File: config.mk
export PLATFORM = sky130hd
export DESIGN_NAME = mmu_rx_cell2axis_flat
export DESIGN_NICKNAME = d
export VERILOG_FILES = /design/src/rtl/mmu_rx_cell2axis_pkg.sv /design/src/rtl/mmu_rx_cell2axis_if.sv /design/src/rtl/mmu_rx_cell2axis_buf2.sv /design/src/rtl/mmu_rx_cell2axis.sv /design/src/flat_wrapper.sv
export SDC_FILE = /design/constraint.sdc
export NUM_CORES = 2
export LEC_CHECK = 0
export CORE_AREA = 2 2 474 476
export CTS_BUF_LIST = sky130_fd_sc_hd__clkbuf_16
export DETAILED_ROUTE_END_ITERATION = 8
export DIE_AREA = 0 0 476 478
export SYNTH_ARGS = -nofsm -noshare
export SYNTH_HDL_FRONTEND = slang
export SYNTH_SLANG_ARGS = --single-unit
File: constraint.sdc
create_clock -name user_clk -period 2.7 [get_ports user_clk]
set_input_delay 0.54 -clock user_clk [delete_from_list [all_inputs] [get_ports user_clk]]
set_output_delay 0.54 -clock user_clk [all_outputs]
set_load 0.005 [all_outputs]
File: src/rtl/mmu_rx_cell2axis_pkg.sv
// Shared constants, beat record and FSM encoding for the RC receive cell-to-AXIS path.
package mmu_rx_pkg;

  localparam int CELL_W  = 540;
  localparam int EOP_POS = 519;
  localparam int ERR_POS = 518;
  localparam int MOD_LSB = 512;
  localparam int DATA_W  = 512;
  localparam int KEEP_W  = 64;

  typedef enum logic [1:0] {
    ST_IDLE    = 2'd0,
    ST_BODY    = 2'd1,
    ST_DISCARD = 2'd2
  } rx_state_e;

  typedef struct packed {
    logic [DATA_W-1:0] data;
    logic [KEEP_W-1:0] keep;
    logic              last;
    logic              user;
  } beat_t;

  // mod counts invalid trailing bytes; 0 means the whole beat is valid.
  function automatic logic [KEEP_W-1:0] mod2keep(input logic [5:0] mod);
    return {KEEP_W{1'b1}} >> mod;
  endfunction

endpackage

File: src/rtl/mmu_rx_cell2axis_if.sv
// 512-bit AXI4-Stream bundle carrying rebuilt packets towards user logic.
interface mmu_rx_cell2axis_if;
  import mmu_rx_pkg::*;

  logic [DATA_W-1:0] tdata;
  logic [KEEP_W-1:0] tkeep;
  logic              tlast;
  logic              tuser;
  logic              tvalid;
  logic              tready;

  modport master (output tdata, tkeep, tlast, tuser, tvalid, input tready);
  modport slave  (input tdata, tkeep, tlast, tuser, tvalid, output tready);
endinterface

File: src/rtl/mmu_rx_cell2axis_buf2.sv
// Two-entry registered output buffer; entry 0 is always the head presented on the stream.
module mmu_rx_buf2
  import mmu_rx_pkg::*;
(
  input  logic       clk,
  input  logic       rst_n,
  input  logic       push,
  input  logic       pop,
  input  beat_t      din,
  output beat_t      dout,
  output logic [1:0] occ
);

  beat_t      e0_q, e0_d, e1_q, e1_d;
  logic [1:0] occ_q, occ_d;

  // Pop always implies occ>=1 and the credit check upstream forbids push at occ==2 without pop.
  always_comb begin
    e0_d  = e0_q;
    e1_d  = e1_q;
    occ_d = occ_q;
    case ({push, pop})
      2'b10: begin
        if (occ_q == 2'd0) e0_d = din;
        else               e1_d = din;
        occ_d = occ_q + 2'd1;
      end
      2'b01: begin
        e0_d  = e1_q;
        occ_d = occ_q - 2'd1;
      end
      2'b11: begin
        if (occ_q == 2'd1) begin
          e0_d = din;
        end else begin
          e0_d = e1_q;
          e1_d = din;
        end
      end
      default: occ_d = occ_q;
    endcase
  end

  always_ff @(posedge clk or negedge rst_n) begin
    if (!rst_n) begin
      e0_q  <= '0;
      e1_q  <= '0;
      occ_q <= 2'd0;
    end else begin
      e0_q  <= e0_d;
      e1_q  <= e1_d;
      occ_q <= occ_d;
    end
  end

  assign dout = e0_q;
  assign occ  = occ_q;

endmodule

File: src/rtl/mmu_rx_cell2axis.sv
// Pops RC receive cells, rebuilds a 512-bit AXI4-Stream with tkeep/tuser, truncates runaway
// packets and keeps delivery/error/truncation counters.
module mmu_rx_cell2axis
  import mmu_rx_pkg::*;
#(
  parameter int MAX_BEATS = 64
) (
  input  logic              user_clk,
  input  logic              user_rst_n,
  output logic              rc_rx_rd,
  input  logic [CELL_W-1:0] rc_rx_rdata,
  input  logic              rc_rx_ef,
  mmu_rx_cell2axis_if.master m_axis,
  input  logic              cnt_clr,
  output logic [31:0]       pkt_cnt,
  output logic [31:0]       err_cnt,
  output logic [31:0]       trunc_cnt
);

  localparam int BCW = $clog2(MAX_BEATS) + 1;

  rx_state_e      state_q, state_d;
  logic [BCW-1:0] beat_cnt_q, beat_cnt_d;
  logic           inflight_q;
  logic [31:0]    pkt_cnt_q, pkt_cnt_d, err_cnt_q, err_cnt_d, trunc_cnt_q, trunc_cnt_d;
  logic           push_s, pop_s, trunc_s, eop_s;
  logic [2:0]     credit_s;
  logic [1:0]     occ_s;
  beat_t          beat_s, head_s;

  mmu_rx_buf2 u_buf (
    .clk   (user_clk),
    .rst_n (user_rst_n),
    .push  (push_s),
    .pop   (pop_s),
    .din   (beat_s),
    .dout  (head_s),
    .occ   (occ_s)
  );

  // A cell popped last cycle is still owed a slot even if it will be discarded.
  always_comb begin
    pop_s    = (occ_s != 2'd0) & m_axis.tready;
    credit_s = {1'b0, occ_s} + {2'b00, inflight_q} - {2'b00, pop_s};
    rc_rx_rd = ~rc_rx_ef & (credit_s < 3'd2);
  end

  // Classify the arriving cell and build the beat to buffer.
  always_comb begin
    eop_s       = rc_rx_rdata[EOP_POS];
    state_d     = state_q;
    beat_cnt_d  = beat_cnt_q;
    push_s      = 1'b0;
    trunc_s     = 1'b0;
    beat_s.data = rc_rx_rdata[DATA_W-1:0];
    beat_s.keep = {KEEP_W{1'b1}};
    beat_s.last = 1'b0;
    beat_s.user = 1'b0;
    if (inflight_q) begin
      case (state_q)
        ST_IDLE, ST_BODY: begin
          push_s = 1'b1;
          if (eop_s) begin
            beat_s.keep = mod2keep(rc_rx_rdata[MOD_LSB+5:MOD_LSB]);
            beat_s.last = 1'b1;
            beat_s.user = rc_rx_rdata[ERR_POS];
            state_d     = ST_IDLE;
            beat_cnt_d  = '0;
          end else if (beat_cnt_q == BCW'(MAX_BEATS - 1)) begin
            beat_s.last = 1'b1;
            beat_s.user = 1'b1;
            trunc_s     = 1'b1;
            state_d     = ST_DISCARD;
            beat_cnt_d  = '0;
          end else begin
            state_d    = ST_BODY;
            beat_cnt_d = beat_cnt_q + BCW'(1);
          end
        end
        ST_DISCARD: begin
          if (eop_s) state_d = ST_IDLE;
          else       state_d = ST_DISCARD;
        end
        default: begin
          state_d    = ST_IDLE;
          beat_cnt_d = '0;
        end
      endcase
    end else begin
      state_d = state_q;
    end
  end

  // Clear takes priority over any increment landing in the same cycle.
  always_comb begin
    pkt_cnt_d   = pkt_cnt_q;
    err_cnt_d   = err_cnt_q;
    trunc_cnt_d = trunc_cnt_q;
    if (cnt_clr) begin
      pkt_cnt_d   = 32'd0;
      err_cnt_d   = 32'd0;
      trunc_cnt_d = 32'd0;
    end else begin
      if (pop_s && head_s.last) begin
        pkt_cnt_d = pkt_cnt_q + 32'd1;
        if (head_s.user) err_cnt_d = err_cnt_q + 32'd1;
        else             err_cnt_d = err_cnt_q;
      end else begin
        pkt_cnt_d = pkt_cnt_q;
      end
      if (trunc_s) trunc_cnt_d = trunc_cnt_q + 32'd1;
      else         trunc_cnt_d = trunc_cnt_q;
    end
  end

  always_ff @(posedge user_clk or negedge user_rst_n) begin
    if (!user_rst_n) begin
      state_q     <= ST_IDLE;
      beat_cnt_q  <= '0;
      inflight_q  <= 1'b0;
      pkt_cnt_q   <= 32'd0;
      err_cnt_q   <= 32'd0;
      trunc_cnt_q <= 32'd0;
    end else begin
      state_q     <= state_d;
      beat_cnt_q  <= beat_cnt_d;
      inflight_q  <= rc_rx_rd;
      pkt_cnt_q   <= pkt_cnt_d;
      err_cnt_q   <= err_cnt_d;
      trunc_cnt_q <= trunc_cnt_d;
    end
  end

  assign m_axis.tdata  = head_s.data;
  assign m_axis.tkeep  = head_s.keep;
  assign m_axis.tlast  = head_s.last;
  assign m_axis.tuser  = head_s.user;
  assign m_axis.tvalid = (occ_s != 2'd0);
  assign pkt_cnt       = pkt_cnt_q;
  assign err_cnt       = err_cnt_q;
  assign trunc_cnt     = trunc_cnt_q;

endmodule
File: src/flat_wrapper.sv
// flat-port wrapper written by rule: the top's interface ports become plain ports
module mmu_rx_cell2axis_flat import mmu_rx_pkg::*;
#(
  parameter int MAX_BEATS = 64
)
  (user_clk, user_rst_n, rc_rx_rd, rc_rx_rdata, rc_rx_ef, cnt_clr, pkt_cnt, err_cnt, trunc_cnt, m_axis_tdata, m_axis_tkeep, m_axis_tlast, m_axis_tuser, m_axis_tvalid, m_axis_tready);
  mmu_rx_cell2axis_if m_axis_i ();
  input  logic user_clk;
  input  logic user_rst_n;
  output logic rc_rx_rd;
  input  logic [CELL_W-1:0] rc_rx_rdata;
  input  logic rc_rx_ef;
  input  logic cnt_clr;
  output logic [31:0] pkt_cnt;
  output logic [31:0] err_cnt;
  output logic [31:0] trunc_cnt;
  output wire logic [$bits(m_axis_i.tdata)-1:0] m_axis_tdata;
  output wire logic [$bits(m_axis_i.tkeep)-1:0] m_axis_tkeep;
  output wire logic [$bits(m_axis_i.tlast)-1:0] m_axis_tlast;
  output wire logic [$bits(m_axis_i.tuser)-1:0] m_axis_tuser;
  output wire logic [$bits(m_axis_i.tvalid)-1:0] m_axis_tvalid;
  input wire logic [$bits(m_axis_i.tready)-1:0] m_axis_tready;
  assign m_axis_tdata = m_axis_i.tdata;
  assign m_axis_tkeep = m_axis_i.tkeep;
  assign m_axis_tlast = m_axis_i.tlast;
  assign m_axis_tuser = m_axis_i.tuser;
  assign m_axis_tvalid = m_axis_i.tvalid;
  assign m_axis_i.tready = m_axis_tready;
  mmu_rx_cell2axis #(.MAX_BEATS(MAX_BEATS)) u_core (.user_clk(user_clk), .user_rst_n(user_rst_n), .rc_rx_rd(rc_rx_rd), .rc_rx_rdata(rc_rx_rdata), .rc_rx_ef(rc_rx_ef), .m_axis(m_axis_i), .cnt_clr(cnt_clr), .pkt_cnt(pkt_cnt), .err_cnt(err_cnt), .trunc_cnt(trunc_cnt));
endmodule
Word level (Yosys, flattened, before mapping)

Index checks and enable logic that the tools add are counted.

Multipliers: 0
Div/mod/pow operators: 0
Magnitude comparators: 1
Equality and inequality tests: 10
Add/sub/neg operators: 8
Reduce and logical (&&, ||, !) cells: 15
Bitwise operators: 4
Muxes and demuxes: 32
Shifts and indexed selects: 1

Operator list:

| operator                                                                      | count |
|---|---|
| 578-bit two-way mux                                                           | 4 |
| 578-bit case mux with 3 select lines                                          | 1 |
| 578-bit case mux with 2 select lines                                          | 1 |
| 32-bit two-way mux                                                            | 7 |
| 66-bit two-way mux                                                            | 2 |
| 32-bit by 1-bit adder with 32-bit output (second input constant)              | 3 |
| 64-bit two-way mux                                                            | 1 |
| 64-bit by 6-bit >> shifter with 64-bit output (first input constant)          | 1 |
| 7-bit two-way mux                                                             | 2 |
| 7-bit case mux with 2 select lines                                            | 1 |
| 2-bit nonzero test                                                            | 6 |
| 2-bit two-way mux                                                             | 5 |
| 2-bit case mux with 2 select lines                                            | 2 |
| 7-bit by 1-bit adder with 7-bit output (second input constant)                | 1 |
| 7-bit by 6-bit == test with 1-bit output (second input constant)              | 1 |
| 2-bit by 1-bit == test with 1-bit output (second input constant)              | 3 |
| 2-bit == test (second input constant)                                         | 3 |
| 1-bit two-way mux                                                             | 6 |
| 2-bit != test (second input constant)                                         | 3 |
| 2-bit AND reduction                                                           | 3 |
| 2-bit logical NOT                                                             | 2 |
| 2-bit by 1-bit adder with 3-bit output                                        | 1 |
| 3-bit by 2-bit less-than comparator with 1-bit output (second input constant) | 1 |
| 3-bit AND reduction                                                           | 1 |
| 8 further kinds                                                               | 10 |

Register bits: 1,264
Bits in read-only memories: 0
Latch bits: 0
Bits of input ports: 545
Output and inout bits: 676
Logic and storage cells: 86
Bits in writable memories: 0
Memories kept: 0

Longest topological paths before layout

Depth in word-level cells: 7
Mapped depth: 13
Gate-level depth less buffers: 9

By module

Synthesis repeated with hierarchy kept, for this count alone.

Cells, all modules: 5,264
Area, all modules: 58,313.4 um^2

Modules (own cells, without submodules):

| module           | cells an instance | seq. area each (um^2) | times used | area an instance (um^2) |
|---|---|---|---|---|
| mmu_rx_buf2      | 4,585             | 28,977.8              | 1          | 52,345.2 |
| mmu_rx_cell2axis | 679               | 2,652.5               | 1          | 5,968.2 |

Least setup slack after synthesis

OpenSTA, ideal clock, no wires.

Path type: register -> output
From: register u_core.u_buf.occ_q[1], in the netlist u_core.u_buf.occ[1]
To: output rc_rx_rd
Cell stages (with the launch flop): 9
Buffers on the path: 0
Slack: 67 ps
Data arrival time: 2,093 ps
Required time: 2,160 ps
Path through: dfrtp_1 > inv_1 > ha_1 > nand2b_1 > inv_2 > ha_1 > nor2_1 > fa_1 > nor3_1

Cells in the longest elaborated chain, start to end: 5
Elaborated cells on any way between the ends: 6
Classes of those cells: add/sub (2); order compare (1); bitwise (2); reduce/logical (1)

RTL lines:

| what                                                                                           | line                        | text |
|---|---|---|
| start: declaration                                                                             | mmu_rx_cell2axis_buf2.sv:15 | `logic [1:0] occ_q, occ_d;` |
| start signal: assignment                                                                       | mmu_rx_cell2axis_buf2.sv:48 | `occ_q <= 2'd0;` |
| start signal: assignment                                                                       | mmu_rx_cell2axis_buf2.sv:52 | `occ_q <= occ_d;` |
| parallel branches: the longest is 2 deep, another holds 2-bit by 1-bit adder with 3-bit output | -                           |  |
| 3-bit by 1-bit subtractor with 3-bit output (*)                                                | mmu_rx_cell2axis.sv:44      | `credit_s = {1'b0, occ_s} + {2'b00, inflight_q} - {2'b00, pop_s};` |
| 3-bit by 2-bit less-than comparator with 1-bit output (*)                                      | mmu_rx_cell2axis.sv:45      | `rc_rx_rd = ~rc_rx_ef & (credit_s < 3'd2);` |
| 1-bit AND (*)                                                                                  | mmu_rx_cell2axis.sv:45      |  |
| end: declaration                                                                               | flat_wrapper.sv:10          | `output logic rc_rx_rd;` |

Every way passes the cells marked *.

Final worst setup path

From: register u_core.u_buf.occ_q[0], in the netlist u_core.u_buf.occ[0]
To: output rc_rx_rd

Same word-level chain as after synthesis.

==> metrics.csv <==
metric,value,unit
r2r_start,u_core.u_buf.occ[0]$_DFFE_PN0P_,
grt.met1_usage,22.8,%
ys_warn_count,0,
cpMostUsedCell,ha_4,
drt_pass1_iterations,6,
ys_types,59,
crit_type,reg -> out,
reg2reg_to,u_core.u_buf.dout[250]$_DFFE_PN0P_,
p_switching,30.9,mW
ys_ff_latch,1264,
critPathSlowestCell,fa_2,
min_path_cells,2,
hold_viol,0,
critPathArrivalTime,2.78,ns
worst_ir_drop_vdd,0.708,mV
synth_ff_type,dfrtp_1,
worstPathCellList,"inv_2, ha_4, nand2b_4, inv_4, ha_4, nor2_4, fa_2, nor3_2, buf_4, buf_6",
antenna_found_initial,67,
cts_sinks,1264,
area_growth,46.6,%
hold_path_class,in -> reg,
sw_frac_of_total,36.3,%
worstMarginPinSlew,0.778,ns
fin_total_pwr,85.0,mW
max_slew_margin,48.1,%
layout_commonest_cell,nand2_1,
clkPwrFrac,22.3,%
clock.fmax,301,MHz
syn_avg_cell_area,9.24,um^2
grt_max_degree,90,
mostFrequentLayoutCells,"nand2_1, dfrtp_1, clkdlybuf4s50_1",
numCtsBuffers,146,
maxCapViolations,0,
grt_busiest_layer,met2,
routed_via_density,4.80,
crit_fanout,2,
rrSetupSlack,-0.07,ns
worst_clock_skew,0.0270,ns
crit_path_end_kind,primary output,
ff2ff_path_depth,13,
grtUsageTotal,18.6,%
die_h,478,um
slew_violations,0,
nets,7679,
synthArstFlopShare,100,%
num_rows,174,
io_pins,1221,
crit_required,2.16,ns
finalSetupViolCount,19,
routedWlPerCell,21.4,um
grt_use_met2,28.9,%
seqCellArea,31600,um^2
outcome,finished with violations,
die_width,476,um
root_buffer,clkbuf_16,
cts_buffer_depth,3,
routed_wirelength,220,mm
dp_hpwl,163,mm
met3_usage,6.80,%
period_share,123,%
place_congestion,0.874,
fillers,22400,
min_delay_worst_endpoint,u_core.trunc_cnt[0]$_DFFE_PN0P_,
clkLatencyLatePin,0.80,ns
finalNonFillerCells,10300,
p_comb_share,38.8,%
syn-cell-area,53200,um^2
cts_tree,yes,
leakage,34.3,nW
drt_iter0_drc,3628,
syn_nets,6313,
synthCells,5757,
tns,-0.930,ns
die_area,228000,um^2
setup_slack,-0.617,ns
htreeDepth,4,
start_util,23.8,%
synth_edf_count,0,
layout-drive-gt1-share,12.1,%
seqPwrFrac,38.8,%
core,223000,um^2
ant_nets,0,
placed_cells,9952,
multi_input_area,21100,um^2
vias,49300,
cp-start-kind,flip-flop,
period_needed,3.32,ns
grt_pass1_vias,48100,
ys_seq_area_share,59.5,%
violations,negative setup slack,
clk_pin_slew,0.06,ns
slowest_delay,0.44,ns
min-delay-start,cnt_clr,
power_density,1090,nW/um^2
gr-total-overflow,0,
grt_pass1_wl,320,mm
drc_errors,0,
internal-power,54.1,mW
port_buffers,1200,
rsz0062_at_grt,yes,
[area by class of cell]
| type | count | area share, % |
|---|---|---|
| flip-flops and latches | 1264 | 40.6 |
| multi-input cells | 4028 | 27.1 |
| repair buffers | 1661 | 21.5 |
| well taps | 2992 | 4.80 |
| clock buffers | 148 | 4.75 |
| clock inverters | 112 | 1.03 |
| diodes | 40 | 0.128 |
| inverters | 22 | 0.109 |
[per-layer routing]
metal | wire, um | vias up
li1 | - | 22400
met1 | 86800 | 24400
met2 | 101000 | 2108
met3 | 22800 | 400
met4 | 9460 | 38
met5 | 248 | -
[kinds of logic (layout without fill, tap and decap cells)]
group                      after synthesis  in the layout  share of synthesized area [%]
and+or+nand+nor                       3084           3084                           23.1
adders and majority gates               11             11                          0.273
other                                    0             40                              0
xor gates and xnor gates                25             25                          0.412
buffers and inverters                  465           1943                           3.60
muxes                                   22             22                          0.466
DFF                                   1264           1264                           59.5
AOI/OAI and AO/OA                      886            886                           12.7
[synth_stat cells, types with 7 or more instances]
cell type / number / area, um^2
xnor2_1: 13 / 114
and4_1: 17 / 149
a31oi_1: 26 / 163
or3_1: 23 / 144
a21o_1: 9 / 67.6
or4_1: 26 / 195
mux2_1: 12 / 135
buf_2: 136 / 681
nand3_1: 41 / 205
o211ai_1: 7 / 52.6
nor2_1: 1167 / 4380
a221oi_1: 533 / 4670
o31ai_1: 32 / 240
ha_1: 10 / 125
inv_1: 21 / 78.8
dfrtp_1: 1264 / 31600
a21oi_1: 121 / 606
nor4_1: 20 / 125
nand2_1: 1675 / 6290
clkbuf_1: 258 / 968
buf_1: 49 / 184
mux2_2: 10 / 113
o21ai_0: 113 / 566
nand4b_1: 8 / 70.1
xor2_1: 12 / 105
nand4_1: 32 / 200
and3_1: 17 / 106
nor2b_1: 18 / 113
o41ai_1: 7 / 61.3
and2_1: 9 / 56.3
[critical path: cells and delay by family, from the launching register on]
family,cells,cell delay (ns)
adders and majority gates,3,0.78
and+or+nand+nor,3,0.43
DFF,1,0.39
buffers and inverters,4,0.38
[through the flow]
| stage | hold slack (ns) | cell area (um^2) | utilization, % | worst slack (ns) |
|---|---|---|---|---|
| finish | 0.158 | 78000 | 34.9 | -0.617 |
| global route | 0.0876 | 77900 | 34.9 | -0.785 |
| CTS | 0.0603 | 76600 | 34.3 | -0.714 |
| floorplan | 0.244 | 53200 | - | 0.0674 |
| global placement | 0.443 | 71700 | 32.1 | -1.01 |
| detailed placement | 0.448 | 71700 | 32.1 | -0.845 |
[worst max path at each step]
stage | start | to | slack [ns] | cells after the start
after global routing | u_core.u_buf.occ[0]$_DFFE_PN0P_ | rc_rx_rd | -0.79 | 10
after floorplan | u_core.u_buf.occ[1]$_DFFE_PN0P_ | rc_rx_rd | 0.07 | 8
after CTS | u_core.u_buf.occ[1]$_DFFE_PN0P_ | rc_rx_rd | -0.71 | 11
after global placement | m_axis_tready | rc_rx_rd | -1.01 | 9
final | u_core.u_buf.occ[0]$_DFFE_PN0P_ | rc_rx_rd | -0.62 | 10
after detailed placement | m_axis_tready | rc_rx_rd | -0.85 | 9
[power groups by stage]
stage          Combinational, mW  Sequential (mW)  Clock, mW
6_report                    33.0             33.0       19.0
5_1_grt                     36.1             33.9       20.3
4_1_cts                     32.4             32.7       19.5
3_5_place_dp                32.0             32.9          0
2_1_floorplan               12.6             31.7          0
3_3_place_gp                31.6             32.5          0
[timing repair]
item / in CTS / in global routing
resized for setup: 56 / 184
gates cloned: 0 / 2
setup buffers: 12 / 2
endpoints found under the hold margin: 37 / 0
pin swaps: 6 / 5
setup endpoints to repair: 773 / 795
hold buffers: 1 / 0
[sequential cells by signal, summed over array words and instances (netlist names)]
signal and cells:
u_core.pkt_cnt 32, u_core.u_buf.occ 2, u_core.trunc_cnt 32, u_core.inflight_q 1, u_core.u_buf.e1_q 578, u_core.u_buf.dout 578, u_core.beat_cnt_q 7, u_core.err_cnt 32
u_core.state_q 2
Note: power is estimated with default switching activity, not from simulation.
